## src/rtl/bus_arbiter.sv

```systemverilog
// rtl/bus_arbiter.sv - two-master (fetch/data) single-bus arbiter with wait-timeout
// Data access wins ties; a flushed fetch still completes on the bus but is silently discarded.
module bus_arbiter #(
  parameter int TIMEOUT = 255
) (
  input  logic        clk,
  input  logic        rst,
  input  logic        if_req,
  input  logic [31:0] if_addr,
  output logic [31:0] if_rdata,
  output logic        if_ready,
  input  logic        mem_req,
  input  logic        mem_we,
  input  logic [3:0]  mem_sel,
  input  logic [31:0] mem_addr,
  input  logic [31:0] mem_wdata,
  output logic [31:0] mem_rdata,
  output logic        mem_ready,
  output logic        bus_req,
  output logic        bus_we,
  output logic [3:0]  bus_sel,
  output logic [31:0] bus_addr,
  output logic [31:0] bus_wdata,
  input  logic [31:0] bus_rdata,
  input  logic        bus_ack,
  input  logic        flush,
  output logic        stall_all,
  output logic        bus_timeout
);

  typedef enum logic [1:0] {S_IDLE, S_IF_BUSY, S_MEM_BUSY, S_DONE} state_t;

  localparam logic [7:0] LP_TMO = 8'(TIMEOUT);

  state_t      r_state, w_state_nxt;
  logic        r_bus_req, r_bus_we;
  logic [3:0]  r_bus_sel;
  logic [31:0] r_bus_addr, r_bus_wdata;
  logic [31:0] r_if_rdata, r_mem_rdata;
  logic        r_if_ready, r_mem_ready, r_timeout;
  logic [7:0]  r_cnt;
  logic        r_drop;
  logic        w_grant_mem, w_grant_if, w_ack, w_tmo, w_busy;

  always_ff @(posedge clk or negedge rst) begin
    if (!rst) r_state <= S_IDLE;
    else      r_state <= w_state_nxt;
  end

  always_comb begin
    w_state_nxt = r_state;
    w_grant_mem = 1'b0;
    w_grant_if  = 1'b0;
    w_ack       = 1'b0;
    w_tmo       = 1'b0;
    w_busy      = 1'b0;
    case (r_state)
      S_IDLE: begin
        if (mem_req) begin
          w_grant_mem = 1'b1;
          w_state_nxt = S_MEM_BUSY;
        end else if (if_req && !flush) begin
          w_grant_if  = 1'b1;
          w_state_nxt = S_IF_BUSY;
        end
      end
      S_IF_BUSY, S_MEM_BUSY: begin
        w_busy = 1'b1;
        // An ack arriving on the limit cycle still counts as success.
        if (bus_ack) begin
          w_ack       = 1'b1;
          w_state_nxt = S_DONE;
        end else if (r_cnt == LP_TMO) begin
          w_tmo       = 1'b1;
          w_state_nxt = S_DONE;
        end
      end
      S_DONE:  w_state_nxt = S_IDLE;
      default: w_state_nxt = S_IDLE;
    endcase
  end

  always_ff @(posedge clk or negedge rst) begin
    if (!rst) begin
      r_bus_req   <= 1'b0;
      r_bus_we    <= 1'b0;
      r_bus_sel   <= 4'h0;
      r_bus_addr  <= 32'h0;
      r_bus_wdata <= 32'h0;
      r_if_rdata  <= 32'h0;
      r_mem_rdata <= 32'h0;
      r_if_ready  <= 1'b0;
      r_mem_ready <= 1'b0;
      r_timeout   <= 1'b0;
      r_cnt       <= 8'h0;
      r_drop      <= 1'b0;
    end else begin
      r_if_ready  <= 1'b0;
      r_mem_ready <= 1'b0;
      r_timeout   <= 1'b0;
      if (w_grant_mem) begin
        r_bus_req   <= 1'b1;
        r_bus_we    <= mem_we;
        r_bus_sel   <= mem_sel;
        r_bus_addr  <= mem_addr;
        r_bus_wdata <= mem_wdata;
        r_cnt       <= 8'h0;
      end else if (w_grant_if) begin
        r_bus_req   <= 1'b1;
        r_bus_we    <= 1'b0;
        r_bus_sel   <= 4'hf;
        r_bus_addr  <= if_addr;
        r_bus_wdata <= 32'h0;
        r_cnt       <= 8'h0;
      end
      if (w_ack || w_tmo) begin
        r_bus_req <= 1'b0;
        r_timeout <= w_tmo;
        if (r_state == S_IF_BUSY) begin
          // A flush in the completing cycle discards the fetch as well.
          if (!(r_drop || flush)) begin
            r_if_ready <= 1'b1;
            r_if_rdata <= w_ack ? bus_rdata : 32'h0;
          end
        end else begin
          r_mem_ready <= 1'b1;
          if (w_tmo)
            r_mem_rdata <= 32'h0;
          else if (!r_bus_we)
            r_mem_rdata <= bus_rdata;
        end
      end else if (w_busy) begin
        r_cnt <= r_cnt + 8'h1;
      end
      if (r_state == S_IF_BUSY && flush)
        r_drop <= 1'b1;
      else if (r_state == S_DONE)
        r_drop <= 1'b0;
    end
  end

  assign bus_req     = r_bus_req;
  assign bus_we      = r_bus_we;
  assign bus_sel     = r_bus_sel;
  assign bus_addr    = r_bus_addr;
  assign bus_wdata   = r_bus_wdata;
  assign if_rdata    = r_if_rdata;
  assign if_ready    = r_if_ready;
  assign mem_rdata   = r_mem_rdata;
  assign mem_ready   = r_mem_ready;
  assign bus_timeout = r_timeout;
  assign stall_all   = (mem_req && !r_mem_ready) || (if_req && !r_if_ready && !flush);

endmodule

```

## config.mk

```make
export PLATFORM = sky130hd
export DESIGN_NAME = bus_arbiter
export DESIGN_NICKNAME = d
export VERILOG_FILES = /design/src/rtl/bus_arbiter.sv
export SDC_FILE = /design/constraint.sdc
export NUM_CORES = 1
export LEC_CHECK = 0
export BUFFER_PORTS_ARGS = -buffer_cell sky130_fd_sc_hd__buf_2
export CAP_MARGIN = 10
export CORE_ASPECT_RATIO = 1.75
export CORE_MARGIN = 1.5
export CORE_UTILIZATION = 43
export CTS_CLUSTER_DIAMETER = 100
export DETAILED_ROUTE_END_ITERATION = 8
export PLACE_DENSITY = 0.77
export SLEW_MARGIN = 25
export SYNTH_ARGS = -nofsm -noshare
export SYNTH_HDL_FRONTEND = slang
export SYNTH_SLANG_ARGS = --single-unit
```

## constraint.sdc

```tcl
create_clock -name clk -period 2 [get_ports clk]
set_clock_uncertainty 0.2 [all_clocks]
set_input_delay 0.3 -clock clk [delete_from_list [all_inputs] [get_ports clk]]
set_output_delay 0.3 -clock clk [all_outputs]
set_load 0.01 [all_outputs]
```

==> results.tsv, run 1 <==
stage	metric	value	unit
grt	vias in the first global route	6342	
timing	Least-Margin Pin Slew	0.393	ns
critical_path	Largest stage delay, worst path	0.37	ns
timing	ratio of final minimum period to clock period	96.1	%
floorplanning	initial core utilization	44.1	%
run	Max-cap violations	0	
placed_design	post-DP HPWL	11400	µm
critical_path	Critical-path top delay cell	dfrtp_1	
route	WL/cell	16.9	µm
critical_path	critical path launch point type	flip-flop	
yosys	Post-synth EDFFs	0	
layout	commonest non-fill, non-tap cell in the layout	buf_2	
yosys	Cells after Synth	554	
route	Vias/cell	5.16	
grt	GRT Util Overall	26.2	%
route	Initial DRT Pass Iterations	5	
yosys	Post-synth top flop	dfrtp_1	
yosys	Synth area leader	dfrtp_1	
run_status	status	finished clean	
critical_path	WS Path Type	flip-flop to flip-flop	
grt	first-pass GRT wire length	30900	µm
critical_path	CP Capture Type	flip-flop	
timing	minimum clock period	1.92	ns
pwr	VDD IR max	0.000789	V
grt	grt ovf	0	
yosys	syn_area_per_cell	11.1	µm²
cts	Clk Latency, worst-skew pair	0.41	ns
route	1st-iter DRT viols	292	
placed_design	placed cell areas	7840	µm²
pwr	Pwr per Cell Area	1430	nW/µm²
critical_path	worst endpoint data arrival time	2.01	ns
critical_path	worst path buffer plus inverter count	2	
route	Routed WL	19700	µm
yosys	Ys Warns	0	
timing	Highest Clock Rate	520	MHz
floorplanning	die area	15000	µm²
layout	share of layout cells above drive strength 1	34.7	%
route	via count	6010	
yosys	async set-reset flop share out of synthesis	100	%
timing	Slew HR	73.8	%
layout	synthesis-to-finish area growth	59.6	%
yosys	register area share after synthesis	60.4	%
layout	most frequent cells in the layout	buf_2, dfrtp_1, dlygate4sd3_1	
layout	fin nets	1113	
floorplanning	Die X	93.3	µm
route	DRC Markers	0	
min_path	worst hold path type	input pin to flip-flop	
critical_path	CP top delay family	simple AND/OR/NAND/NOR gates	
timing	setup TNS	0	ns
floorplanning	Placeable Area	13900	µm²
layout	Final Cell Area	9790	µm²
pwr	Leak	5.23	nW
yosys	area fraction of the dominant cell type after synthesis	60.4	%
floorplanning	io pins	277	
critical_path	CP Cell Sequence	inv_1 -> ha_2 -> and4bb_2 -> and2_1 -> buf_12 -> a22o_1	
yosys	Cell variety after synth	43	
route	post-route ant nets	0	
cts	clock sink total	148	
timing	final hold slack	0.0647	ns
yosys	Mapped Area	6140	µm²
timing	Pins Over Slew Limit	0	
placed_design	PortBufs	276	
pwr	Tot Pwr	14.0	mW
cts	total CTS buffers	17	
floorplanning	FP Rows	57	
yosys	Syn Nets	697	
timing	RSZ-0062 raised after global routing	no	
grt	largest net degree at the start of global routing	69	
critical_path	CP Max Fanout	32	
floorplanning	overall die height	161	µm
cts	Clock H-tree levels	4	
critical_path	WP data required	2.09	ns
yosys	number of synthesized register bits	148	
timing	final hold vios	0	
timing	setup violators final	0	
cts	Max Root-Sink Buffers	2	
grt	initial antenna violation count	4	
cts	Worst-path clk slew	0.06	ns
yosys	Area contributors post-synth	dfrtp_1, a22o_1, nand2_1, mux2i_1, a31oi_1	
cts	root buffer cell	clkbuf_16	
placed_design	Placer Congestion	0.809	
cts	CTS tree	done	
## sequential cells by signal, summed over array words and instances (netlist names)
signal and flops:
bus_addr 32, bus_wdata 32, if_rdata 32, mem_rdata 32, r_cnt 8, bus_sel 4
r_state 2, bus_req 1, bus_timeout 1, bus_we 1, if_ready 1, mem_ready 1
r_drop 1
## where the power goes
part           internal, mW  switching (mW)  total (mW)
clock                  1.65            1.41        3.05
sequential             4.34           0.796        5.14
combinational          2.75            3.01        5.76
total                  8.74            5.21        14.0
## worst register-to-register path, stage by stage (launching register included)
cell and delay [ns]:
dfrtp_1 0.37, inv_1 0.10, ha_2 0.31, and4bb_2 0.27, and2_1 0.19, buf_12 0.17
a22o_1 0.20
## layout make-up
| type | count | area (µm²) |
|---|---|---|
| Clock buffer | 17 | 425 |
| Sequential cell | 148 | 3700 |
| Timing Repair Buffer | 434 | 3040 |
| Multi-Input combinational cell | 330 | 2110 |
| Antenna cell | 4 | 10.0 |
| Tap cell | 177 | 221 |
| Inverter | 39 | 146 |
| Clock inverter | 15 | 138 |
| Fill cell | 983 | 4120 |
## repair_timing
item	in CTS	in global routing
setup buffers	0	2
setup endpoints to repair	0	3
hold buffers	135	0
resized for setup	0	2
endpoints found under the hold margin	259	0
## synth_stat cells, types with 3 or more instances
cell type  instances
inv_1             39
and2_1             3
nor2_1            37
o22a_1             5
buf_1              3
o21ai_0            5
a31oi_1           32
nand2_1          104
buf_6              5
clkbuf_1          15
mux2i_1           33
ha_1               4
o22ai_1            5
dfrtp_1          148
buf_2             12
and3_1             4
a221o_1            3
a22o_1            65
## cells by family after synthesis
logic type	Yosys count	share of synthesized area, %
adder cells (fa/ha/maj)	4	0.816
AND/OR/NAND/NOR	167	11.5
buffers and inverters	76	5.63
AO/OA/AOI/OAI	125	16.2
flip-flops	148	60.4
multiplexers	34	5.57
## worst paths after layout
| kind | endpoint | start | slack, ns | cells after the start |
|---|---|---|---|---|
| worst min-delay path | mem_ready$_DFF_PN0_ | bus_ack | 0.06 | 3 |
| min in group asynchronous | mem_rdata[4]$_DFFE_PN0P_ | rst | 0.17 | 2 |
| worst min register to register | bus_wdata[15]$_DFFE_PN0P_ | bus_wdata[15]$_DFFE_PN0P_ | 0.30 | 1 |
| worst max-delay path | if_rdata[18]$_DFFE_PN0P_ | r_state[1]$_DFFE_PN0P_ | 0.08 | 6 |
| worst max register to register | if_rdata[18]$_DFFE_PN0P_ | r_state[1]$_DFFE_PN0P_ | 0.08 | 6 |
| max in group asynchronous | bus_wdata[27]$_DFFE_PN0P_ | rst | 0.79 | 3 |
## per-stage QoR
step	setup WS, ns	util [%]	cells
floorplan	0.0193	-	554
global placement	0.0965	56.4	991
detailed placement	0.0734	56.4	991
CTS	0.0594	70.1	1158
global route	0.00138	70.4	1164
finish	0.0781	70.4	1164
## metal layers
metal | vias to the layer above | share of wire (%) | GRT usage [%]
met3 | 62 | 6.7 | 6.78
met1 | 2897 | 37 | 28.6
met2 | 295 | 52 | 45.4
met4 | 0 | 4.1 | 14.4
li1 | 2756 | - | -
met5 | - | 0 | 0
(Power assumes the default switching activity.)
==> run 2: changes to the inputs <==
- CORE_MARGIN: 1.5 -> 2
- REMOVE_ABC_BUFFERS: default -> 1
==> run 2 against run 1 <==
- total power grew 2.4%
- maximum frequency shrank 1.0%
- highest routed layer unchanged
- critical endpoint is now if_rdata[29]$_DFFE_PN0P_
- clock power grew 12%
- critical path type unchanged
- via count is essentially flat
- cell count shrank 0.43%
- first-iteration DRC count shrank 15%
- combinational power is essentially flat
- wire length shrank 2.4%
- sequential power shrank 0.8%
==> results.tsv, run 2 (synthesis gave the netlist of run 1 again) <==
stage	metric	value	unit	change
cts	Max Root-Sink Buffers	2		unchanged
timing	post-route setup slack	0.0579	ns	-0.0202 ns
route	Initial DRT Pass Iterations	5		unchanged
critical_path	CP Cell Sequence	inv_2 -> ha_2 -> and4bb_2 -> and2_1 -> buf_12 -> a22o_1		
min_path	worst hold path type	input pin to flip-flop		
critical_path	critical path launch point type	flip-flop		
critical_path	WS Path Type	flip-flop to flip-flop		
timing	Slew HR	69.1	%	-4.7 points
placed_design	Placer Congestion	0.823		+1.8%
cts	root buffer cell	clkbuf_16		
placed_design	post-DP HPWL	11600	µm	+1.2%
pwr	Leak	5.26	nW	+0.55%
layout	most frequent cells in the layout	buf_2, dfrtp_1, dlygate4sd3_1		
floorplanning	Placeable Area	13900	µm²	unchanged
timing	ratio of final minimum period to clock period	97.1	%	+1.0 points
route	DRC Markers	0		unchanged
floorplanning	io pins	277		unchanged
cts	Worst-path clk slew	0.06	ns	about the same
run_status	status	finished clean		
floorplanning	overall die height	162	µm	+0.62%
floorplanning	die area	15300	µm²	+1.7%
grt	initial antenna violation count	1		-3
critical_path	CP top delay family	simple AND/OR/NAND/NOR gates		
layout	area of the multi-input gates	2110	µm²	unchanged
critical_path	CP Capture Type	flip-flop		
cts	Clock H-tree levels	4		unchanged
timing	final hold vios	0		unchanged
timing	Pins Over Slew Limit	0		unchanged
route	WL/cell	16.6	µm	-2.0%
layout	Reg area	3700	µm²	unchanged
layout	synthesis-to-finish area growth	60.8	%	
critical_path	worst endpoint data arrival time	2.02	ns	about the same
floorplanning	FP Rows	57		unchanged
timing	final hold slack	0.0781	ns	+0.0134 ns
critical_path	Largest stage delay, worst path	0.40	ns	+0.03 ns
critical_path	CP Max Fanout	32		unchanged
layout	fin nets	1112		-0.090%
cts	clock sink total	148		unchanged
critical_path	WP data required	2.08	ns	about the same
layout	commonest non-fill, non-tap cell in the layout	buf_2		
floorplanning	initial core utilization	44.1	%	unchanged
layout	Layout Utilization	70.9	%	+0.55 points
route	1st-iter DRT viols	249		-15%
pwr	Pwr per Cell Area	1450	nW/µm²	+1.6%
floorplanning	Die X	94.3	µm	+1.1%
run	Max-cap violations	0		unchanged
grt	GRT Util Overall	25.2	%	-0.95 points
grt	vias in the first global route	6280		-0.98%
route	Vias/cell	5.18		+0.35%
cts	CTS tree	done		
cts	total CTS buffers	17		unchanged
grt	first-pass GRT wire length	30400	µm	-1.5%
cts	Clk Latency, worst-skew pair	0.40	ns	about the same
timing	Least-Margin Pin Slew	0.463	ns	+0.0703 ns
grt	grt ovf	0		unchanged
placed_design	DP Worst Slack	0.0664	ns	-0.00707 ns
timing	minimum clock period	1.94	ns	+0.0202 ns
route	via count	6005		-0.083%
grt	largest net degree at the start of global routing	66		-4.3%
critical_path	worst path buffer plus inverter count	2		unchanged
route	Routed WL	19200	µm	-2.4%
layout	share of layout cells above drive strength 1	34.7	%	about the same
pwr	VDD IR max	0.000665	V	-16%
timing	RSZ-0062 raised after global routing	no		
route	post-route ant nets	0		unchanged
critical_path	Critical-path top delay cell	dfrtp_1		
layout	filler instances	986		+0.31%
placed_design	PortBufs	276		unchanged
timing	setup violators final	0		unchanged
timing	Highest Clock Rate	515	MHz	-1.0%
-- run 2: routing by layer --
metal	track usage [%]	wire (µm)	share of wire, %	vias to the layer above
met1	29.3	7070	37	2904
met4	11.3	682	3.6	0
met3	5.80	1230	6.4	59
li1	-	-	-	2757
met2	43.8	10200	53	285
met5	0	0	0	-
-- run 2: area by class of cell --
class                           instances  share of cell area [%]
Inverter                               39                    1.48
Sequential cell                       148                    37.5
Timing Repair Buffer                  433                    30.9
Clock buffer                           18                    4.45
Tap cell                              177                    2.24
Multi-Input combinational cell        330                    21.4
Clock inverter                         13                    2.02
Antenna cell                            1                  0.0254
-- run 2: timing repair --
item | 4_1_cts | 5_1_grt
endpoints found under the hold margin | 178 | 0
resized for setup | 0 | 4
hold buffers | 135 | 0
setup buffers | 0 | 1
setup endpoints to repair | 0 | 20
-- run 2: metrics by stage --
step | total power, mW | instances | instance area [µm²] | setup TNS [ns]
final | 14.3 | 1159 | 9870 | 0
after global routing | 15.2 | 1159 | 9870 | 0
after CTS | 14.3 | 1157 | 9840 | 0
after detailed placement | 10.6 | 991 | 7850 | 0
after global placement | 10.4 | 991 | 7850 | 0
after floorplan | 8.06 | 517 | 5940 | -71.32
-- run 2: worst register-to-register path, delay by kind of cell (launching register included) --
kind / cells / cell delay [ns]
simple gates: 2 / 0.47
flops: 1 / 0.40
fa+ha+maj: 1 / 0.30
buf+inv: 2 / 0.25
compound gates: 1 / 0.20
-- run 2: report_power, final --
part           switching (mW)  internal, mW  total (mW)
clock                    1.27          2.14        3.42
sequential              0.755          4.35        5.10
combinational            3.00          2.77        5.77
total                    5.03          9.26        14.3
-- run 2: worst paths after layout --
kind | from | to | slack, ns | depth (start not counted)
setup / recovery | r_state[1]$_DFFE_PN0P_ | if_rdata[29]$_DFFE_PN0P_ | 0.06 | 6
hold / removal | bus_ack | mem_ready$_DFF_PN0_ | 0.08 | 3
setup reg to reg | r_state[1]$_DFFE_PN0P_ | if_rdata[29]$_DFFE_PN0P_ | 0.06 | 6
hold reg to reg | if_rdata[28]$_DFFE_PN0P_ | if_rdata[28]$_DFFE_PN0P_ | 0.30 | 1
max in group asynchronous | rst | r_cnt[3]$_DFF_PN0_ | 0.77 | 3
min in group asynchronous | rst | bus_wdata[10]$_DFFE_PN0P_ | 0.22 | 2
==> run 3: changes to the inputs <==
- BUFFER_PORTS_ARGS: -buffer_cell sky130_fd_sc_hd__buf_2 -> -buffer_cell sky130_fd_sc_hd__buf_4
- CORE_UTILIZATION: 43 -> 30
- PLACE_DENSITY: 0.77 -> default
==> run 3 against run 2 <==
- cell count grew 6.6%
- combinational power grew 12%
- wire length grew 3.8%
- sequential share of layout area shrank 2.5 points
- count of clock-buffer cells in the layout grew 3
- design area grew 7.2%
- critical path depth is the same
- highest routed layer unchanged
==> results.tsv, run 3 (synthesis gave the netlist of run 1 again) <==
stage	metric	value	unit	change
min_path	worst hold path type	input pin to asynchronous set/reset pin		
critical_path	worst path buffer plus inverter count	2		unchanged
floorplanning	die area	21700	µm²	+42%
floorplanning	overall die height	193	µm	+19%
route	WL/cell	16.1	µm	-2.6%
cts	total CTS buffers	17		unchanged
grt	first-pass GRT wire length	30700	µm	+0.91%
timing	RSZ-0062 raised after global routing	no		
pwr	Tot Pwr	14.6	mW	+2.2%
timing	minimum clock period	1.89	ns	-0.0517 ns
critical_path	CP top delay family	simple AND/OR/NAND/NOR gates		
critical_path	worst endpoint data arrival time	2.00	ns	-0.02 ns
placed_design	Placer Congestion	0.750		-8.9%
grt	vias in the first global route	6098		-2.9%
layout	synthesis-to-finish area growth	72.3	%	
route	1st-iter DRT viols	217		-13%
timing	final hold vios	0		unchanged
critical_path	critical path launch point type	flip-flop		
route	top layer reached by signal wires	met4		
route	WL met3	1190	µm	-3.8%
route	Initial DRT Pass Iterations	5		unchanged
layout	Cell Count, Final, Fillers Out	1235		+6.6%
grt	initial antenna violation count	0		-1
timing	setup violators final	0		unchanged
critical_path	CP Max Fanout	24		-25%
cts	CTS tree	done		
critical_path	Worst R2R Setup Slack	0.11	ns	+0.05 ns
critical_path	Critical-path top delay cell	dfrtp_1		
placed_design	placed insts	1067		+7.7%
critical_path	WS Path Type	flip-flop to flip-flop		
timing	Least-Margin Pin Slew	0.347	ns	-0.115 ns
route	DRC Markers	0		unchanged
cts	Worst-path clk slew	0.06	ns	about the same
run_status	status	finished clean		
critical_path	CP Cell Sequence	inv_1 -> ha_4 -> and4bb_2 -> and2_1 -> buf_12 -> a22o_1		
critical_path	CP Capture Type	flip-flop		
cts	root buffer cell	clkbuf_16		
route	met2 wire len	11000	µm	+7.8%
critical_path	WP data required	2.11	ns	+0.03 ns
floorplanning	io pins	277		unchanged
floorplanning	initial core utilization	30.4	%	-14 points
placed_design	post-DP HPWL	12800	µm	+11%
route	post-route ant nets	0		unchanged
timing	Slew HR	76.7	%	+7.6 points
run	Max-cap violations	0		unchanged
layout	commonest non-fill, non-tap cell in the layout	buf_4		
cts	clock sink total	148		unchanged
critical_path	Largest stage delay, worst path	0.39	ns	about the same
grt	grt ovf	0		unchanged
timing	Highest Clock Rate	529	MHz	+2.7%
cts	Max Root-Sink Buffers	2		unchanged
route	via count	5817		-3.1%
grt	GRT Util Overall	18.0	%	-7.2 points
timing	ratio of final minimum period to clock period	94.5	%	-2.6 points
layout	ANT cells	0		-1
cts	Clk Latency, worst-skew pair	0.42	ns	+0.02 ns
layout	most frequent cells in the layout	buf_4, dfrtp_1, dlygate4sd3_1		
pwr	VDD IR max	0.000682	V	+2.5%
floorplanning	FP Rows	69		+21%
timing	Pins Over Slew Limit	0		unchanged
grt	largest net degree at the start of global routing	66		unchanged
placed_design	PortBufs	276		unchanged
route	Vias/cell	4.71		-9.1%
pwr	Leak	5.43	nW	+3.4%
route	Routed WL	19900	µm	+3.8%
floorplanning	Placeable Area	20200	µm²	+45%
floorplanning	Die X	112	µm	+19%
layout	share of layout cells above drive strength 1	34.8	%	+0.093 points
layout	fin nets	1117		+0.45%
route	met1 wire length	7150	µm	+1.3%
cts	Clock H-tree levels	4		unchanged
pwr	Pwr per Cell Area	1380	nW/µm²	-4.6%
==> run 3: cell types whose count changed in the layout (fill, tap and decap cells not counted), sizes merged <==
| cell | before | now |
|---|---|---|
| inv | 43 | 41 |
| bufinv | 4 | 0 |
| clkbuf | 18 | 21 |
| diode | 1 | 0 |
| clkinvlp | 2 | 6 |
| buf | 298 | 302 |
| dlygate4sd3 | 135 | 136 |
==> run 3: worst reg2reg max path: stages, from the launching register on <==
cell      delay, ns
dfrtp_1        0.39
inv_1          0.13
ha_4           0.23
and4bb_2       0.26
and2_1         0.20
buf_12         0.17
a22o_1         0.20
==> run 3: final cells by class <==
| class | count | area [µm²] |
|---|---|---|
| timing repair buffer | 438 | 3740 |
| inverter | 39 | 146 |
| fill | 1783 | 9630 |
| multi-input combinational | 330 | 2120 |
| clock inverter | 11 | 77.6 |
| clock buffer | 21 | 470 |
| sequential | 148 | 3700 |
| tap | 248 | 310 |
==> run 3: report_power, final <==
group	switching, mW	leakage, nW	internal (mW)	total [mW]
registers	0.812	1.79	4.35	5.16
logic	2.99	3.38	3.47	6.46
clock network	1.30	0.254	1.68	2.98
total	5.11	5.43	9.50	14.6
==> run 3: routing by layer <==
layer	vias up	global-route usage, %
met5	-	0
met2	217	34.0
met4	0	7.88
met3	35	5.13
met1	2806	18.3
li1	2759	-
==> run 3: path summary, 6_finish.rpt <==
| kind | cells past startpoint | to | from |
|---|---|---|---|
| setup / recovery | 6 | if_rdata[25]$_DFFE_PN0P_ | r_state[1]$_DFFE_PN0P_ |
| hold / removal | 2 | mem_rdata[1]$_DFFE_PN0P_ | rst |
| setup reg to reg | 6 | if_rdata[25]$_DFFE_PN0P_ | r_state[1]$_DFFE_PN0P_ |
| hold reg to reg | 1 | bus_req$_DFFE_PN0P_ | bus_req$_DFFE_PN0P_ |
| max in group asynchronous | 3 | if_rdata[13]$_DFFE_PN0P_ | rst |
| min in group clk | 4 | r_state[1]$_DFFE_PN0P_ | flush |
==> run 3: what timing repair did <==
item                                   4_1_cts  5_1_grt
hold buffers                               136        0
gates resized for setup                      0        2
endpoints found under the hold margin      283        0
setup endpoints to repair                    0        4
setup buffers                                0        0
==> run 3: stage by stage <==
stage	hold slack, ns	utilization, %	area, µm²	worst slack (ns)	TNS, ns
after CTS	0.115	52.2	10600	0.0675	0
after global placement	0.0133	42.8	8640	0.121	0
final	0.134	52.3	10600	0.110	0
after global routing	0.138	52.3	10600	0.0388	0
after detailed placement	0.0127	42.8	8640	0.0796	0
after floorplan	-0.196	-	5940	-1.15	-71.32
